[src/rtl/swerv_trace_serializer.sv]
// -----------------------------------------------------------------------------
// swerv_trace_serializer
//
// Purpose: collects the core's three-lane retirement trace packet into a FIFO
// of per-instruction records. Records leave one per cycle on a valid/ready
// port. A packet that does not fit in the free space is dropped whole. Drops
// set a sticky overflow flag and are counted in a saturating counter.
//
// Optional feature (macro TRACE_TIMESTAMP_EN): a 32-bit free-running cycle
// counter. Each record stores the counter value of its push cycle, and the
// head record's value is presented on out_ts.
//
// Ports:
//   clk, rst            core clock, asynchronous active-high reset
//   in_valid[2:0]       per-lane retire valid, lane 0 oldest
//   in_insn/in_addr     3 x 32-bit lane instruction / PC
//   in_exc/in_intr      per-lane exception / interrupt flags
//   in_ecause, in_tval  shared cause and trap value
//   out_valid/out_ready head record handshake
//   out_insn..out_tval  head record fields (out_ts when timestamps enabled)
//   level               current occupancy
//   overflow, drop_cnt  sticky drop flag and dropped-packet count
//   clr_overflow        clears overflow and drop_cnt
// -----------------------------------------------------------------------------
module swerv_trace_serializer #(
  parameter int DEPTH = 8,
  parameter int CNT_W = 16
) (
  input  logic                     clk,
  input  logic                     rst,
  input  logic [2:0]               in_valid,
  input  logic [95:0]              in_insn,
  input  logic [95:0]              in_addr,
  input  logic [2:0]               in_exc,
  input  logic [2:0]               in_intr,
  input  logic [4:0]               in_ecause,
  input  logic [31:0]              in_tval,
  output logic                     out_valid,
  input  logic                     out_ready,
  output logic [31:0]              out_insn,
  output logic [31:0]              out_addr,
  output logic                     out_exc,
  output logic                     out_intr,
  output logic [4:0]               out_ecause,
  output logic [31:0]              out_tval,
`ifdef TRACE_TIMESTAMP_EN
  output logic [31:0]              out_ts,
`endif
  output logic [$clog2(DEPTH):0]   level,
  output logic                     overflow,
  output logic [CNT_W-1:0]         drop_cnt,
  input  logic                     clr_overflow
);

  localparam int PW = $clog2(DEPTH);
  localparam int LW = PW + 1;

  logic [31:0] insn_mem   [DEPTH];
  logic [31:0] addr_mem   [DEPTH];
  logic        exc_mem    [DEPTH];
  logic        intr_mem   [DEPTH];
  logic [4:0]  ecause_mem [DEPTH];
  logic [31:0] tval_mem   [DEPTH];

  logic [PW-1:0]    wr_ptr_q, wr_ptr_d;
  logic [PW-1:0]    rd_ptr_q, rd_ptr_d;
  logic [LW-1:0]    level_q, level_d;
  logic             overflow_q, overflow_d;
  logic [CNT_W-1:0] drop_cnt_q, drop_cnt_d;

  logic [1:0]    n;
  logic [LW-1:0] free;
  logic          fits;
  logic          push;
  logic          drop;
  logic          pop;
  logic [PW-1:0] slot [3];

  // Admission compares against occupancy before this cycle's pop, so a
  // same-cycle pop never makes room for the incoming packet.
  always_comb begin
    n    = {1'b0, in_valid[0]} + {1'b0, in_valid[1]} + {1'b0, in_valid[2]};
    free = LW'(DEPTH) - level_q;
    fits = LW'(n) <= free;
    push = (n != 2'd0) && fits;
    drop = (n != 2'd0) && !fits;
    pop  = (level_q != '0) && out_ready;
  end

  // Valid lanes are packed into consecutive slots; each lane's offset is the
  // number of valid lanes below it.
  always_comb begin
    slot[0] = wr_ptr_q;
    slot[1] = wr_ptr_q + PW'({1'b0, in_valid[0]});
    slot[2] = wr_ptr_q + PW'({1'b0, in_valid[0]} + {1'b0, in_valid[1]});
  end

  always_comb begin
    wr_ptr_d = wr_ptr_q + (push ? PW'(n) : '0);
    rd_ptr_d = rd_ptr_q + (pop ? PW'(1) : '0);
    level_d  = level_q + (push ? LW'(n) : '0) - (pop ? LW'(1) : '0);
  end

  // A drop in the same cycle as a clear wins and restarts the count at 1.
  always_comb begin
    overflow_d = overflow_q;
    drop_cnt_d = drop_cnt_q;
    if (drop) begin
      overflow_d = 1'b1;
      if (clr_overflow) begin
        drop_cnt_d = CNT_W'(1);
      end else if (drop_cnt_q != '1) begin
        drop_cnt_d = drop_cnt_q + CNT_W'(1);
      end
    end else if (clr_overflow) begin
      overflow_d = 1'b0;
      drop_cnt_d = '0;
    end
  end

  always_ff @(posedge clk or posedge rst) begin
    if (rst) begin
      wr_ptr_q   <= '0;
      rd_ptr_q   <= '0;
      level_q    <= '0;
      overflow_q <= 1'b0;
      drop_cnt_q <= '0;
    end else begin
      wr_ptr_q   <= wr_ptr_d;
      rd_ptr_q   <= rd_ptr_d;
      level_q    <= level_d;
      overflow_q <= overflow_d;
      drop_cnt_q <= drop_cnt_d;
    end
  end

  // Storage is not reset; the outputs are gated by out_valid so stale
  // contents never appear after reset.
  always_ff @(posedge clk) begin
    for (int k = 0; k < 3; k++) begin
      if (push && in_valid[k]) begin
        insn_mem[slot[k]]   <= in_insn[32*k +: 32];
        addr_mem[slot[k]]   <= in_addr[32*k +: 32];
        exc_mem[slot[k]]    <= in_exc[k];
        intr_mem[slot[k]]   <= in_intr[k];
        ecause_mem[slot[k]] <= (in_exc[k] | in_intr[k]) ? in_ecause : 5'd0;
        tval_mem[slot[k]]   <= (in_exc[k] | in_intr[k]) ? in_tval : 32'd0;
      end
    end
  end

`ifdef TRACE_TIMESTAMP_EN
  logic [31:0] ts_q;
  logic [31:0] ts_mem [DEPTH];

  always_ff @(posedge clk or posedge rst) begin
    if (rst) begin
      ts_q <= '0;
    end else begin
      ts_q <= ts_q + 32'd1;
    end
  end

  always_ff @(posedge clk) begin
    for (int k = 0; k < 3; k++) begin
      if (push && in_valid[k]) begin
        ts_mem[slot[k]] <= ts_q;
      end
    end
  end

  assign out_ts = out_valid ? ts_mem[rd_ptr_q] : 32'd0;
`endif

  assign out_valid  = (level_q != '0);
  assign out_insn   = out_valid ? insn_mem[rd_ptr_q]   : 32'd0;
  assign out_addr   = out_valid ? addr_mem[rd_ptr_q]   : 32'd0;
  assign out_exc    = out_valid ? exc_mem[rd_ptr_q]    : 1'b0;
  assign out_intr   = out_valid ? intr_mem[rd_ptr_q]   : 1'b0;
  assign out_ecause = out_valid ? ecause_mem[rd_ptr_q] : 5'd0;
  assign out_tval   = out_valid ? tval_mem[rd_ptr_q]   : 32'd0;
  assign level      = level_q;
  assign overflow   = overflow_q;
  assign drop_cnt   = drop_cnt_q;

endmodule

[config.mk]
export PLATFORM = sky130hd
export DESIGN_NAME = swerv_trace_serializer
export DESIGN_NICKNAME = d
export VERILOG_FILES = /design/src/rtl/swerv_trace_serializer.sv
export SDC_FILE = /design/constraint.sdc
export NUM_CORES = 2
export LEC_CHECK = 0
export BUFFER_PORTS_ARGS = -buffer_cell sky130_fd_sc_hd__buf_4
export CAP_MARGIN = 40
export CORE_MARGIN = 3
export CORE_UTILIZATION = 55
export CTS_CLUSTER_SIZE = 25
export DETAILED_ROUTE_END_ITERATION = 8
export PLACE_DENSITY = 0.77
export SETUP_SLACK_MARGIN = 0.02
export SKIP_CTS_REPAIR_TIMING = 1
export SYNTH_ARGS = -nofsm -noshare
export SYNTH_HDL_FRONTEND = slang
export SYNTH_SLANG_ARGS = --single-unit
[constraint.sdc]
create_clock -name clk -period 13.6 [get_ports clk]
set_input_delay 2.72 -clock clk [delete_from_list [all_inputs] [get_ports clk]]
set_output_delay 2.72 -clock clk [all_outputs]
set_load 0.005 [all_outputs]
# Word level (Yosys, flattened, before mapping)

Memories as Yosys holds them, arrays and structs flattened.
Cells that the tools add are included.

Word-level logic and storage cells: 67
Flip-flop bits (word level): 27
Memories kept: 6
Bits in writable memories: 824

Add/subtract/negate cells: 11
Multiplexer cells: 28
Order comparisons: 1
Bitwise logic cells: 3
Equality and inequality tests: 1
Reductions and logical operators: 12

Memories:

| memory     | words | width | rd ports | clocked after Yosys merged registers in | wr ports | RTL line | RTL |
|---|---|---|---|---|---|---|---|
| addr_mem   | 8     | 32    | 1        | 0                                       | 3        | 59       | `logic [31:0] addr_mem [DEPTH];` |
| insn_mem   | 8     | 32    | 1        | 0                                       | 3        | 58       | `logic [31:0] insn_mem [DEPTH];` |
| tval_mem   | 8     | 32    | 1        | 0                                       | 3        | 63       | `logic [31:0] tval_mem [DEPTH];` |
| ecause_mem | 8     | 5     | 1        | 0                                       | 3        | 62       | `logic [4:0] ecause_mem [DEPTH];` |
| exc_mem    | 8     | 1     | 1        | 0                                       | 3        | 60       | `logic exc_mem [DEPTH];` |
| intr_mem   | 8     | 1     | 1        | 0                                       | 3        | 61       | `logic intr_mem [DEPTH];` |

Operators by type and width:

| operator              | count |
|---|---|
| $mux 32               | 6 |
| $mux 16               | 4 |
| $mux 5                | 4 |
| $add 16x1->16 const B | 1 |
| $ne 16x16->1 const B  | 1 |
| $mux 1                | 12 |
| $add 3x1->3           | 2 |
| $add 3x2->3           | 2 |
| $logic_and 1x1->1     | 6 |
| $reduce_bool 2->1     | 3 |
| $add 1x1->2           | 2 |
| $add 4x2->4           | 1 |
| $le 2x4->1            | 1 |
| $mux 2                | 2 |
| $reduce_bool 4->1     | 1 |
| $sub 4x1->4           | 1 |
| $sub 4x4->4 const A   | 1 |
| $or 1x1->1            | 3 |
| $add 2x1->2           | 1 |
| $reduce_and 2->1      | 1 |
| $logic_not 1->1       | 1 |

# Longest topological paths before layout

Depth in word-level cells: 7
Gate-level depth with buffers: 16
Mapped depth without buffers: 14

# Worst setup path after synthesis

OpenSTA, ideal clock, no wires.

Path kind: in2reg
Start: input in_valid[0]
End: memory addr_mem[2][0] (enable)
Library setup time: 0.916 ns
Data required time: 12.684 ns
Stages: 11
Path buffers: 2
Arrival: 16.218 ns
Path slack: -3.535 ns
Cells stage by stage: inv_1 > fa_1 > inv_1 > ha_1 > nor2b_1 > o211a_1 > buf_2 > nand2_1 > buf_2 > nand4_1 > o311ai_0

RTL lines:

| what        | RTL line | RTL |
|---|---|---|
| from (decl) | 31       | `input logic [2:0] in_valid,` |
| to (decl)   | 59       |  |

==> metrics.txt <==
outcome=finished, final reports clean; via count=38350; H-tree depth=3; largest net degree at the start of global routing=170; final-layout fill cell count=6240; Root Driver=clkbuf_16; Buffers on Ports=366; CP Capture Type=register; worst vdd ir=279.3 µV; die area=89200 µm²; total congestion overflow=0; Gate power share=0.456; startpoint types=input port; All-Layer GR Usage=0.3411; Post-Layout Inst Area=53850 µm²; # IOs=367; sequential share of the synthesized area=0.5396; Vias/cell=6.685; clk_lat worst skew=between 600 and 700 ps; Syn Nets=4762; post-synth top area share=0.5252; list of most frequent post-synthesis cells=nand2_1, edfxtp_1, nor2_1, a31oi_1, clkbuf_1; DP Area=50790 µm²; Final Max Slew Viols=0; EDFF count, synth=between 800 and 900; Final min period=6984 ps; cell row count=106; synthesized area per cell=10.46 µm²; pre-CTS WS=between 6000 and 7000 ps; HPWL Detailed=roughly 90000 µm; CP max FO=between 40 and 50; # setup viols final=0; leakage=about 20 nW; Netlist cell types=56; mapped cell area=47110 µm²; vias in the first global route=38470; TNS Setup=0 ps; DR pass1 iterations=7; final wirelength=154400 µm; Synth async-reset ratio=0.03173; critical path arrival=7310 ps; Die Width=298.7 µm; first-pass GRT wire length=231500 µm; Gate Count Post-Synth=4502; unrepaired setup endpoints after global routing=no; DRC=0; prevailing post-synth register cell=edfxtp_1; Max Root-Sink Buffers=3; Chip Height=298.7 µm; Tot Pwr=approximately 13 mW; layout cell share with drive strength beyond 1=0.1888; internal power=roughly 8.2 mW; core area=84220 µm²; post-synthesis register bit count=851; antenna violations before repair=20; Synth area leader=edfxtp_1; Maximum Capacitance Violations=0; Util after Layout=0.6394; Hold WC Path Type=register to register; Final period util=0.5136; Final Wtd Congestion=0.8811; synth warn=0; Synth area leaders=edfxtp_1, mux4_2, nand2_1, a31oi_1, nor2_1; Rel. slew slack=0.3105; clock sinks=851; Clk pin slew, worst setup/hold paths=approximately 70 ps; Initial Util=0.5594; PwrDens=between 200 and 250 nW/µm²; max frequency=143.2 MHz; Initial DRC Count=5257; Flop pwr share=0.352; Hold Vio Cnt, Final=0; WP data required=13920 ps; area grow syn2layout=14.31%; TritonCTS clock tree=done; measured slew at the worst slew-check pin=slightly above 1000 ps; nets=4769; Clk pwr share=0.192; Net Sw Power=5.072 mW; Net Sw Frac=0.3828; CTS Buf Count=91; DRT antenna net count=0; most numerous cell in the Yosys netlist=nand2_1; final worst slack=6616 ps; Routed wire per std cell=about 27 µm; crit path kind=input port to register; Final Skew=23.49 ps
-- through the flow --
step                std cells  hold slack [ps]
global route             5733            595.7
detailed placement       5550            537.0
global placement         5510            520.3
floorplan                4502            476.5
finish                   5737            546.9
CTS                      5721            548.7
-- layout make-up --
type                            instances  area [µm²]  share of cell area
Multi-Input combinational cell       3065       19570              0.3634
Inverter                               21       78.83            0.001464
Clock buffer                          119        2506             0.04654
Clock inverter                         52       518.0            0.009619
Timing Repair Buffer                  479        4288             0.07963
Sequential cell                       851       25430              0.4722
Antenna cell                           16       40.04           0.0007435
Tap cell                             1134        1419             0.02635
-- routing by layer --
layer	track usage	up-vias	routed length, µm
met3	0.08304	580	21110
met5	0	-	62
met1	0.4357	18380	52980
met2	0.5511	3114	73040
li1	-	16270	-
met4	0.1621	10	7154
-- state kept, by name (all words and copies together) (netlist names) --
signal,count
ecause_mem,40
tval_mem,256
exc_mem,8
rd_ptr_q,3
drop_cnt,16
overflow,1
wr_ptr_q,3
addr_mem,256
intr_mem,8
insn_mem,256
level,4
-- critical path, cell delays in order --
cell and delay, ps:
buf_4 120, inv_1 80, fa_1 470, inv_1 110, ha_1 240, nor2b_1 160, o211ai_2 140, buf_4 360
nor2_2 70, buf_4 250, or4_1 680, o311ai_4 290, buf_4 660, buf_4 560, buf_12 320
-- layout by cell type, fill, tap and decap left out, drive strengths merged, types with 2 or more instances in the layout --
cell type / n
dfrtp: 27
a211oi: 9
o31ai: 11
o211ai: 21
xnor2: 7
diode: 16
o311ai: 4
and2: 6
buf: 479
a31oi: 528
nor3: 7
clkinv: 38
a21boi: 259
nand3: 19
nor4: 2
o21ai: 4
bufinv: 10
ha: 14
and4: 3
fa: 4
xor2: 5
inv: 24
nand2: 1106
nor3b: 3
edfxtp: 824
mux2i: 103
clkbuf: 119
nand4: 4
mux4: 206
a22oi: 7
nor2: 637
or4: 14
nor2b: 6
a21oi: 52
o22ai: 8
and3: 4
nor4b: 2
-- worst paths after layout --
| path | end | start | slack [ps] | depth (start not counted) |
|---|---|---|---|---|
| max | tval_mem[1][30] | in_valid[0] | 6620 | 15 |
| min | overflow | overflow | 550 | 2 |
| max reg2reg | tval_mem[1][30] | level[0] | 8380 | 14 |
| min reg2reg | overflow | overflow | 550 | 2 |
| max in group asynchronous | rd_ptr_q[2] | rst | 11150 | 3 |
| min in group asynchronous | overflow | rst | 2130 | 3 |
-- cell families after synthesis --
family,share of synthesized area
multiplexers,0.1206
adder cells (fa/ha/maj),0.005418
buffers and inverters,0.05203
flip-flops,0.5396
AND/OR/NAND/NOR,0.1492
AO/OA/AOI/OAI,0.1303
XOR/XNOR,0.002868
-- power by group through the flow --
stage	Clock, mW	Sequential, mW	Combinational [mW]
after floorplan	0	4.83	3.56
after global placement	0	4.70	5.57
after detailed placement	0	4.72	5.93
after CTS	2.55	4.67	5.96
after global routing	2.65	4.74	6.39
final	2.54	4.67	6.04
Note: power is estimated with default switching activity, not from simulation.
